### config.mk
export PLATFORM = sky130hd
export DESIGN_NAME = fifo_rr_arbiter
export DESIGN_NICKNAME = d
export VERILOG_FILES = /design/src/rtl/fifo_rr_arbiter.sv
export SDC_FILE = /design/constraint.sdc
export NUM_CORES = 1
export LEC_CHECK = 0
export CAP_MARGIN = 30
export CORE_ASPECT_RATIO = 1.1
export CORE_MARGIN = 10
export CORE_UTILIZATION = 39
export DETAILED_ROUTE_END_ITERATION = 7
export PLACE_DENSITY = 0.75
export RECOVER_POWER = 25
export SLEW_MARGIN = 20
export SYNTH_ARGS = -nofsm -noshare
export SYNTH_HDL_FRONTEND = slang
export SYNTH_SLANG_ARGS = --single-unit
### constraint.sdc
create_clock -name clk -period 1.2 [get_ports clk]
set_input_delay 0.24 -clock clk [delete_from_list [all_inputs] [get_ports clk]]
set_output_delay 0.24 -clock clk [all_outputs]
set_load 0.02 [all_outputs]
### src/rtl/fifo_rr_arbiter.sv
// Round-robin consumer for a bank of FIFOs: pops one word per cycle from eligible FIFOs,
// forwards it with its source tag two cycles after the read strobe, and keeps per-FIFO counters.
module fifo_rr_arbiter #(
    parameter int data_width = 10,
    parameter int num_fifos  = 4,
    parameter int cnt_width  = 8,
    localparam int id_width  = $clog2(num_fifos)
) (
    input  logic                            clk,
    input  logic                            reset,
    input  logic [num_fifos*data_width-1:0] data_in,
    input  logic [num_fifos-1:0]            empty_fifo,
    input  logic [num_fifos-1:0]            almost_empty_fifo,
    input  logic [num_fifos-1:0]            error_fifo,
    input  logic                            almost_full_out,
    output logic [num_fifos-1:0]            rd_enable,
    output logic [data_width-1:0]           data_out,
    output logic                            valid_out,
    output logic [id_width-1:0]             src_id,
    output logic [num_fifos*cnt_width-1:0]  count_out,
    output logic                            error_out
);

    typedef enum logic [1:0] {
        IDLE   = 2'd0,
        ACTIVE = 2'd1,
        PAUSE  = 2'd2
    } state_t;

    state_t                                 state_r;
    state_t                                 state_next_s;
    logic [num_fifos-1:0]                   eligible_s;
    logic                                   any_eligible_s;
    logic [id_width-1:0]                    last_grant_r;
    logic [id_width-1:0]                    grant_id_s;
    logic [id_width-1:0]                    scan_id_s;
    logic                                   found_s;
    logic [num_fifos-1:0]                   rd_next_s;
    logic                                   rd_valid_r;
    logic [id_width-1:0]                    rd_id_r;
    logic [num_fifos-1:0][cnt_width-1:0]    cnt_r;

    function automatic logic [id_width-1:0] onehot_to_id(input logic [num_fifos-1:0] oh);
        logic [id_width-1:0] id;
        id = '0;
        for (int k = 0; k < num_fifos; k++) begin
            id = id | (oh[k] ? id_width'(k) : {id_width{1'b0}});
        end
        return id;
    endfunction

    // A FIFO whose last word is being popped right now must not be granted again.
    assign eligible_s     = ~empty_fifo & ~(rd_enable & almost_empty_fifo);
    assign any_eligible_s = |eligible_s;
    assign count_out      = cnt_r;

    // Round-robin search starting just after the previous grant.
    always_comb begin
        grant_id_s = last_grant_r;
        found_s    = 1'b0;
        scan_id_s  = '0;
        for (int k = 1; k <= num_fifos; k++) begin
            scan_id_s = last_grant_r + id_width'(k);
            if (!found_s && eligible_s[scan_id_s]) begin
                found_s    = 1'b1;
                grant_id_s = scan_id_s;
            end else begin
                found_s    = found_s;
            end
        end
    end

    // State register.
    always_ff @(posedge clk) begin
        if (reset) begin
            state_r <= IDLE;
        end else begin
            state_r <= state_next_s;
        end
    end

    // Next-state logic; throttle takes priority over continuing to read.
    always_comb begin
        state_next_s = state_r;
        case (state_r)
            IDLE: begin
                if (any_eligible_s && !almost_full_out) state_next_s = ACTIVE;
                else                                    state_next_s = IDLE;
            end
            ACTIVE: begin
                if (almost_full_out)      state_next_s = PAUSE;
                else if (!any_eligible_s) state_next_s = IDLE;
                else                      state_next_s = ACTIVE;
            end
            PAUSE: begin
                if (!almost_full_out) state_next_s = IDLE;
                else                  state_next_s = PAUSE;
            end
            default: state_next_s = IDLE;
        endcase
    end

    // Read strobe for the coming cycle: one-hot on the grant while ACTIVE.
    always_comb begin
        rd_next_s = '0;
        if (state_next_s == ACTIVE) begin
            rd_next_s[grant_id_s] = 1'b1;
        end else begin
            rd_next_s = '0;
        end
    end

    // Registered read strobe and round-robin pointer.
    always_ff @(posedge clk) begin
        if (reset) begin
            rd_enable    <= '0;
            last_grant_r <= id_width'(num_fifos - 1);
        end else begin
            rd_enable <= rd_next_s;
            if (state_next_s == ACTIVE) begin
                last_grant_r <= grant_id_s;
            end else begin
                last_grant_r <= last_grant_r;
            end
        end
    end

    // Two-stage return path: remember which FIFO was read, then capture its word.
    always_ff @(posedge clk) begin
        if (reset) begin
            rd_valid_r <= 1'b0;
            rd_id_r    <= '0;
            valid_out  <= 1'b0;
            data_out   <= '0;
            src_id     <= '0;
        end else begin
            rd_valid_r <= |rd_enable;
            rd_id_r    <= onehot_to_id(rd_enable);
            valid_out  <= rd_valid_r;
            if (rd_valid_r) begin
                data_out <= data_in[rd_id_r*data_width +: data_width];
                src_id   <= rd_id_r;
            end else begin
                data_out <= data_out;
                src_id   <= src_id;
            end
        end
    end

    // Per-FIFO forwarded-word counters, wrapping.
    always_ff @(posedge clk) begin
        if (reset) begin
            cnt_r <= '0;
        end else begin
            for (int i = 0; i < num_fifos; i++) begin
                if (valid_out && (src_id == id_width'(i))) begin
                    cnt_r[i] <= cnt_r[i] + cnt_width'(1);
                end else begin
                    cnt_r[i] <= cnt_r[i];
                end
            end
        end
    end

    // Sticky error flag.
    always_ff @(posedge clk) begin
        if (reset) begin
            error_out <= 1'b0;
        end else begin
            error_out <= error_out | (|error_fifo);
        end
    end

endmodule
==> reports/metrics.yaml, run 1 <==
run:
  maxCapViolCount: 0
global_route:
  grt_pass1_wl_um: 12480
  antenna_found_initial: 0
  grt_overflow: 0
  grt_max_degree: 28
  track_usage_pct: 14.43
  grt_pass1_vias: 2594
floorplan:
  dieArea_um2: 10280
  start_util_pct: 39.63
  row_count: 31
  core-area_um2: 6516
  pin_count: 105
  die_h_um: 105.3
  fp.dieW_um: 97.59
yosys:
  synth_edf_count: 0
  synth.top_cell.area_share_pct: 44.19
  synthDistinctLibCells: 38
  synthFlopType: "dfxtp_1"
  synth-seq-area-share_pct: 44.19
  synth.largest_area_cell: "dfxtp_1"
  synth_nets: 314
  async_flop_share_pct: 0
  yosysWarningCount: 0
  synth_area_um2: 2582
  synthTopCellsByArea: "dfxtp_1, mux4_2, nor2_1, xor2_1, mux2i_1"
  synth.top_cells.by_count: "dfxtp_1, nor2_1, xor2_1, mux2i_1, nand4_1"
  ys_ff_latch: 57
  avgSynthCellArea_um2: 10.13
  synth.most_common_cell: "dfxtp_1"
  syn_inst: 255
sta:
  drv_slew: 0
  finClkSkew_ns: 0.01096
  layout_setup_ws_ns: -0.1478
  holdWs_ns: 0.3210
  hold_viol_final: 0
  fmax_ghz: 0.7420
  finalSetupViolCount: 19
  worstMarginPinSlew_ns: 0.5056
  min_period_ns: 1.348
  relSlewSlack_pct: 66.29
  fin_crit_sh_pct: 112.3
  rsz0062_at_grt: "yes"
clocking:
  cts_buffer_depth: 2
  clk_pin_slew_ns: 0.06
  cts-hold-fix-buffers: 0
  root_buffer: "clkbuf_8"
  htreeDepth: 3
  clock_latency_ns: 0.32
  cts_inserted_buffers: 9
  clock_sinks: 57
  cts_tree: "yes"
power:
  vdd_drop_max_uv: 650.3
  report.power.total_w: 0.004481
  power_density_nw_per_um2: 1023
  leakagePower_nw: 1.844
layout:
  fillers: 523
  area_delta_synth_final_pct: 69.62
  fin_util_pct: 67.22
  fin_area_um2: 4380
  diodes: 0
  layout.nets: 474
  regArea_um2: 1175
  multi_input_area_um2: 1510
  layoutNonFillerInstCount: 502
  drive_gt1_share_pct: 41.43
worst_setup_path:
  path_max_fanout: 5
  worstPathCellList: "a21oi_4 > o41ai_4 > or2_4 > inv_4 > a22oi_1"
  crit_required_ns: 1.44
  max_stage_delay_ns: 0.38
  critPathSlowestCell: "o41ai_4"
  startpoint_type: "flip-flop"
  arrival_ns: 1.58
  worst-setup-path-type: "reg -> reg"
  critical_path.endpoint_type: "flip-flop"
detailed_routing:
  via_per_inst: 4.918
  drt-total-wl_um: 7921
  drt-pass1-iter-count: 4
  drtIter0Drc: 55
  wl_per_cell_um: 15.78
  detail-route-antenna-nets: 0
  met2_length_um: 4341
  drcViolationCount: 0
  met3_length_um: 478
  wl_met1_um: 2964
  top_layer: "met4"
  vias: 2469
run_status:
  violations: "setup timing"
  status: "finished, violations left"
placement:
  placed_area_um2: 4084
  hpwl_um: 5946
  portBuffers: 104
  dpl.cell_count: 476
  gp_congestion: 0.8429
worst_hold_path:
  min_path_type: "in -> reg"
## final timing paths
| kind | slack, ns | to | start | cells past startpoint |
|---|---|---|---|---|
| max | -0.15 | last_grant_r[0] | rd_enable[1] | 5 |
| min | 0.32 | rd_enable[3] | reset | 3 |
| max reg2reg | -0.15 | last_grant_r[0] | rd_enable[1] | 5 |
| min reg2reg | 0.49 | data_out[4] | data_out[4] | 2 |
## report_power, final
| part | internal (W) | leakage (nW) | switching (W) |
|---|---|---|---|
| Combinational | 0.000441 | 1.28 | 0.000324 |
| Clock | 0.00101 | 0.0974 | 0.000713 |
| Sequential | 0.00194 | 0.467 | 0.0000516 |
## stage by stage
| stage | setup WS (ns) | setup TNS (ns) |
|---|---|---|
| 3_5_place_dp | -0.5171 | -5.597 |
| 2_1_floorplan | -0.08591 | -0.7574 |
| 3_3_place_gp | -0.4806 | -5.003 |
| 4_1_cts | -0.1563 | -1.386 |
| 6_report | -0.1478 | -1.509 |
| 5_1_grt | -0.1841 | -2.916 |
## cell usage in the layout, fill, tap and decap left out, types with 4 or more instances in the layout
cell              n
clkbuf_8         10
dfxtp_1          46
and3_1            6
buf_6             6
clkdlybuf4s50_1  44
mux2i_1          15
dlygate4sd2_1     7
clkbuf_1          4
xor2_1           20
mux4_2           10
nand4_1          14
clkdlybuf4s15_2  16
dfxtp_4           8
buf_4            49
xnor2_1           8
nor3_2            4
a21oi_4           4
nand2_1          10
buf_2            32
nor2_1           52
## state kept, by name, summed over array words and instances (netlist names)
register	flops
count_out	32
data_out	10
rd_enable	4
last_grant_r	2
rd_id_r	2
src_id	2
state_r	2
error_out	1
rd_valid_r	1
valid_out	1
## logic make-up after synthesis
group,after synthesis,synth area share [%]
and+or+nand+nor,106,20.25
DFF,57,44.19
xor gates and xnor gates,28,9.496
muxes,25,14.53
AOI/OAI and AO/OA,20,6.347
buffers and inverters,15,3.246
adders and majority gates,4,1.938
## critical path, delay by kind of cell, from the launching register on
kind	cells	cell delay, ns
AO/OA/AOI/OAI	3	0.61
AND/OR/NAND/NOR	1	0.25
flip-flops	1	0.37
buffers and inverters	1	0.05
## final cells by class
class / count / area share [%]
clock buffers: 13 / 3.399
clock inverters: 3 / 0.9140
inverters: 2 / 0.2285
multi-input cells: 183 / 34.48
flip-flops and latches: 57 / 26.82
well taps: 82 / 2.342
repair buffers: 162 / 31.82
## what timing repair did
item                                    4_1_cts  5_1_grt
gates cloned                                  0        1
gates resized for setup                     184       50
endpoints found under the setup margin       74       64
pin swaps                                    13       26
setup buffers                                 5        4
## routing by layer
layer  vias to the layer above  global-route usage [%]
met5                         -                       0
met3                        12                   4.964
met4                         0                   6.133
met1                      1177                   14.34
li1                       1218                       -
met2                        62                   26.64
Note: power is estimated with default switching activity, not from simulation.
==> inputs of run 2 (changes only) <==
--- a/config.mk
+++ b/config.mk
@@ -10,8 +10,10 @@
 export CORE_MARGIN = 10
 export CORE_UTILIZATION = 39
 export DETAILED_ROUTE_END_ITERATION = 7
+export MAX_ROUTING_LAYER = met4
 export PLACE_DENSITY = 0.75
 export RECOVER_POWER = 25
+export SKIP_LAST_GASP = 1
 export SLEW_MARGIN = 20
 export SYNTH_ARGS = -nofsm -noshare
 export SYNTH_HDL_FRONTEND = slang
==> run 2 against run 1 <==
The run still ends with setup timing left. Combinational power is 0.7% higher. Register-to-register slack hardly changed. Utilization is 0.71 points higher. Global-route usage is 0.38 points higher. Wire length is 0.13% lower. Sequential share of layout area is 0.22 points lower. Critical endpoint unchanged. Largest cell class unchanged. Largest power group unchanged.
==> reports/metrics.yaml, run 2 (synthesis gave the netlist of run 1 again) <==
clocking:
  htreeDepth: 3  # unchanged
  clock_sinks: 57  # unchanged
  root_buffer: "clkbuf_8"
  cts_buffer_depth: 2  # unchanged
  cts-hold-fix-buffers: 0  # unchanged
  cts_tree: "yes"
  clock_latency_ns: 0.32  # about the same
  cts_inserted_buffers: 9  # unchanged
  clk_pin_slew_ns: 0.06  # about the same
worst_setup_path:
  critical_path.endpoint_type: "flip-flop"
  startpoint_type: "flip-flop"
  worst-setup-path-type: "reg -> reg"
  crit_required_ns: 1.43  # about the same
  arrival_ns: 1.58  # about the same
  path_max_fanout: 5  # unchanged
floorplan:
  core-area_um2: 6516  # unchanged
  die_h_um: 105.3  # unchanged
  start_util_pct: 39.63  # unchanged
  fp.dieW_um: 97.59  # unchanged
  pin_count: 105  # unchanged
  row_count: 31  # unchanged
  dieArea_um2: 10280  # unchanged
placement:
  portBuffers: 104  # unchanged
  gp_congestion: 0.8560  # +1.6%
  hpwl_um: 5946  # unchanged
  placed_area_um2: 4084  # unchanged
sta:
  holdWs_ns: 0.3170  # -0.003976 ns
  finalSetupViolCount: 18  # -1
  hold_viol_final: 0  # unchanged
  relSlewSlack_pct: 66.95  # +0.65 points
  fmax_ghz: 0.7404  # -0.21%
  rsz0062_at_grt: "yes"
  fin_crit_sh_pct: 112.6  # +0.24 points
  layout_setup_ws_ns: -0.1506  # -0.002830 ns
  min_period_ns: 1.351  # +0.002830 ns
  finClkSkew_ns: 0.01024  # -0.0007127 ns
  worstMarginPinSlew_ns: 0.4958  # -0.009769 ns
  drv_slew: 0  # unchanged
global_route:
  grt_pass1_vias: 2598  # +0.15%
  antenna_found_initial: 0  # unchanged
  track_usage_pct: 14.81  # +0.38 points
  grt_overflow: 0  # unchanged
  grt_pass1_wl_um: 12490  # about the same
  grt_max_degree: 28  # unchanged
power:
  p_int_w: 0.003397  # about the same
  vdd_drop_max_uv: 652.3  # +0.30%
  power_switching_w: 0.001094  # +0.58%
  power_density_nw_per_um2: 1015  # -0.84%
  leakagePower_nw: 1.816  # -1.5%
  seqPwrFrac_pct: 44.4  # about the same
  pwr-share-comb_pct: 17.2  # about the same
  p_clk_share_pct: 38.5  # about the same
  p_sw_share_pct: 24.37  # +0.088 points
detailed_routing:
  drcViolationCount: 0  # unchanged
  wl_per_cell_um: 15.79  # about the same
  via_per_inst: 4.986  # +1.4%
  drt-pass1-iter-count: 4  # unchanged
  detail-route-antenna-nets: 0  # unchanged
  drt-total-wl_um: 7911  # -0.13%
  vias: 2498  # +1.2%
  drtIter0Drc: 43  # -22%
layout:
  drive_gt1_share_pct: 41.29  # -0.14 points
  area_delta_synth_final_pct: 71.41
  layout_commonest_cell: "nor2_1"
  layout.nets: 473  # -0.21%
  final_cell_mix: "nor2_1, buf_4, dfxtp_1"
  diodes: 0  # unchanged
  largest_reg_flops: 32  # unchanged
  fin_area_um2: 4427  # +1.1%
worst_hold_path:
  min_path_type: "in -> reg"
run:
  maxCapViolCount: 0  # unchanged
run_status:
  status: "finished, violations left"
  violations: "setup timing"
==> run 2: cell count changes in the layout (fill, tap and decap cells not counted), sizes merged <==
cell	previous run	this run
clkdlybuf4s15	16	23
clkbuf	16	17
buf	90	81
==> run 2: power groups by stage <==
stage	logic [W]	registers (W)	clock network, W
6_report	0.000770	0.00199	0.00173
3_3_place_gp	0.000679	0.00203	0
4_1_cts	0.000723	0.00199	0.00176
3_5_place_dp	0.000693	0.00203	0
5_1_grt	0.000823	0.00200	0.00183
2_1_floorplan	0.000290	0.00207	0
==> run 2: path summary, 6_finish.rpt <==
path	start	endpoint	slack [ns]	cells past startpoint
setup / recovery	rd_enable[1]	last_grant_r[0]	-0.15	5
hold / removal	reset	rd_enable[3]	0.32	3
setup reg to reg	rd_enable[1]	last_grant_r[0]	-0.15	5
hold reg to reg	data_out[4]	data_out[4]	0.49	2
==> run 2: critical path: stages (launching register included) <==
cell     delay (ns)
dfxtp_4        0.37
a21oi_4        0.08
o41ai_4        0.39
or2_4          0.24
inv_4          0.04
a22oi_1        0.15
==> run 2: metrics by stage <==
step / utilization (%) / setup TNS, ns / std cells / setup slack (ns) / total power [W]
2_1_floorplan: - / -0.7574 / 255 / -0.08591 / 0.002358
3_3_place_gp: 62.67 / -5.003 / 476 / -0.4806 / 0.002706
3_5_place_dp: 62.67 / -5.597 / 476 / -0.5171 / 0.002722
4_1_cts: 67.36 / -1.549 / 497 / -0.1563 / 0.004473
5_1_grt: 67.93 / -3.012 / 501 / -0.1841 / 0.004649
6_report: 67.93 / -1.551 / 501 / -0.1506 / 0.004491
==> run 2: cell type report <==
| class | instances | area, um^2 |
|---|---|---|
| clock inverter | 3 | 40.04 |
| sequential | 57 | 1177 |
| multi-input combinational | 183 | 1521 |
| fill | 519 | 2090 |
| inverter | 2 | 10.01 |
| tap | 82 | 102.6 |
| clock buffer | 13 | 148.9 |
| timing repair buffer | 161 | 1426 |
==> run 2: per-layer routing <==
layer / global-route usage (%) / routed length (um) / part of all wire [%]
met3: 3.984 / 395 / 5.0
met4: 6.133 / 161 / 2.0
met1: 14.69 / 3018 / 38
met2: 26.78 / 4336 / 55
met5: - / 0 / 0
==> run 2: what timing repair did <==
action / 4_1_cts / 5_1_grt
endpoints found under the hold margin: 0 / 0
gates cloned: 0 / 1
setup endpoints to repair: 74 / 58
pin swaps: 13 / 26
setup buffers: 5 / 3
resized for setup: 177 / 52
==> inputs of run 3 (changes only) <==
--- a/config.mk
+++ b/config.mk
@@ -8,10 +8,11 @@
 export CAP_MARGIN = 30
 export CORE_ASPECT_RATIO = 1.1
 export CORE_MARGIN = 10
-export CORE_UTILIZATION = 39
+export CORE_UTILIZATION = 43
+export CTS_CLUSTER_DIAMETER = 150
 export DETAILED_ROUTE_END_ITERATION = 7
 export MAX_ROUTING_LAYER = met4
-export PLACE_DENSITY = 0.75
+export PLACE_DENSITY = 0.79
 export RECOVER_POWER = 25
 export SKIP_LAST_GASP = 1
 export SLEW_MARGIN = 20
==> constraint.sdc (replaced) <==
create_clock -name clk -period 1.3 [get_ports clk]
set_input_delay 0.195 -clock clk [delete_from_list [all_inputs] [get_ports clk]]
set_output_delay 0.195 -clock clk [all_outputs]
set_load 0.02 [all_outputs]
==> run 3 against run 2 <==
Sequential power fell by 8%. Via count is 4.1% lower. The run still ends with setup timing left. First-iteration DRC count grew 2.3%. Cell count shrank 6.6%. Clock skew shrank 0.0012 ns.
==> reports/metrics.yaml, run 3 (synthesis gave the netlist of run 1 again) <==
run_status:
  status: "finished, violations left"
  violations: "setup timing"
sta:
  fmax_ghz: 0.7113  # -3.9%
  drv_slew: 0  # unchanged
  layout_setup_ws_ns: -0.1058  # +0.04480 ns
  rsz0062_at_grt: "yes"
  hold_viol_final: 0  # unchanged
  relSlewSlack_pct: 73.30  # +6.4 points
  setup-tns-final_ns: -0.4443  # +1.107 ns
  finalSetupViolCount: 10  # -8
  worstMarginPinSlew_ns: 0.4005  # -0.09532 ns
  min_period_ns: 1.406  # +0.05520 ns
  fin_crit_sh_pct: 108.1  # -4.4 points
  finClkSkew_ns: 0.009000  # -0.001244 ns
power:
  p_int_w: 0.003093  # -8.9%
  power_density_nw_per_um2: 986.3  # -2.8%
  pwr-share-comb_pct: 16.4  # -0.8 points
  leakagePower_nw: 1.799  # -0.93%
  power_switching_w: 0.001004  # -8.2%
  vdd_drop_max_uv: 613.9  # -5.9%
  seqPwrFrac_pct: 44.9  # +0.5 points
  p_sw_share_pct: 24.51  # +0.14 points
  p_clk_share_pct: 38.7  # +0.2 points
detailed_routing:
  via_per_inst: 5.118  # +2.6%
  drt-total-wl_um: 7339  # -7.2%
  drt-pass1-iter-count: 4  # unchanged
  vias: 2395  # -4.1%
  detail-route-antenna-nets: 0  # unchanged
  drtIter0Drc: 44  # +2.3%
  drcViolationCount: 0  # unchanged
  wl_per_cell_um: 15.68  # -0.69%
floorplan:
  die_h_um: 101.3  # -3.9%
  pin_count: 105  # unchanged
  core-area_um2: 5806  # -11%
  dieArea_um2: 9509  # -7.5%
  start_util_pct: 44.48  # +4.9 points
  fp.dieW_um: 93.89  # -3.8%
  row_count: 29  # -6.5%
run:
  maxCapViolCount: 0  # unchanged
layout:
  fillers: 448  # -14%
  layout.nets: 446  # -5.7%
  multi_input_area_um2: 1448  # -4.9%
  final_cell_mix: "nor2_1, dfxtp_1, clkdlybuf4s50_1"
  fin_area_um2: 4154  # -6.2%
  largest_reg_flops: 32  # unchanged
  regArea_um2: 1157  # -1.7%
  diodes: 0  # unchanged
  area_delta_synth_final_pct: 60.85
  drive_gt1_share_pct: 21.48  # -20 points
  fin_util_pct: 71.55  # +3.6 points
  layout_commonest_cell: "nor2_1"
worst_setup_path:
  arrival_ns: 1.62  # +0.04 ns
  path_max_fanout: 6  # +1
  worst-setup-path-type: "reg -> reg"
  critical_path.endpoint_type: "flip-flop"
  crit_required_ns: 1.52  # +0.09 ns
  reg2reg_depth: 4  # -1
  startpoint_type: "flip-flop"
placement:
  portBuffers: 104  # unchanged
  gp_congestion: 0.9045  # +5.7%
  place_ws_ns: -0.3981  # +0.1191 ns
  placed_area_um2: 3915  # -4.1%
  hpwl_um: 5409  # -9.0%
clocking:
  cts_inserted_buffers: 9  # unchanged
  root_buffer: "clkbuf_8"
  cts-hold-fix-buffers: 0  # unchanged
  clock_latency_ns: 0.33  # about the same
  htreeDepth: 3  # unchanged
  cts_buffer_depth: 2  # unchanged
  clock_sinks: 57  # unchanged
  clk_pin_slew_ns: 0.06  # about the same
  cts_tree: "yes"
worst_hold_path:
  min_path_type: "in -> reg"
  hold_path_depth: 2  # -1
global_route:
  track_usage_pct: 15.41  # +0.60 points
  grt_max_degree: 50  # +79%
  antenna_found_initial: 0  # unchanged
  grt_pass1_vias: 2496  # -3.9%
  grt_pass1_wl_um: 11500  # -8.0%
  grt_overflow: 0  # unchanged
run 3: routing by layer:
metal	GRT usage, %	part of all wire, %
met4	7.485	2.3
met2	24.69	51
met5	-	0
met1	16.96	41
met3	4.882	6.6
run 3: metrics by stage:
step	power [W]	std cells	hold slack (ns)
6_report	0.004097	468	0.1459
2_1_floorplan	0.002172	255	0.3500
3_5_place_dp	0.002503	451	0.4720
5_1_grt	0.004254	468	0.1435
4_1_cts	0.004082	468	0.1165
3_3_place_gp	0.002486	451	0.4674
run 3: power groups by stage:
| stage | sequential [W] | combinational [W] | clock, W |
|---|---|---|---|
| 2_1_floorplan | 0.00191 | 0.000260 | 0 |
| 3_3_place_gp | 0.00187 | 0.000611 | 0 |
| 3_5_place_dp | 0.00188 | 0.000626 | 0 |
| 4_1_cts | 0.00184 | 0.000629 | 0.00162 |
| 5_1_grt | 0.00185 | 0.000721 | 0.00169 |
| 6_report | 0.00184 | 0.000673 | 0.00158 |
run 3: layout make-up:
| type | count | area share (%) |
|---|---|---|
| clock inverters | 4 | 1.084 |
| repair buffers | 134 | 30.24 |
| well taps | 77 | 2.319 |
| flip-flops and latches | 57 | 27.86 |
| inverters | 2 | 0.2410 |
| clock buffers | 11 | 3.404 |
| multi-input cells | 183 | 34.85 |
run 3: worst paths after layout:
| path | slack, ns | endpoint | from |
|---|---|---|---|
| setup reg to reg | -0.11 | rd_enable[0] | last_grant_r[1] |
| hold reg to reg | 0.49 | data_out[9] | data_out[9] |
| hold / removal | 0.15 | state_r[1] | reset |
| setup / recovery | -0.11 | rd_enable[0] | last_grant_r[1] |
run 3: timing repair:
action	in CTS	in global routing
setup buffers	2	0
setup endpoints to repair	64	36
resized for setup	60	26
cloned	0	0
pin swaps	2	10
run 3: worst max-delay path, stage by stage, from the launching register on:
cell,delay [ns]
dfxtp_1,0.44
nor2b_1,0.24
and2_1,0.26
o31a_1,0.28
nor3_2,0.07
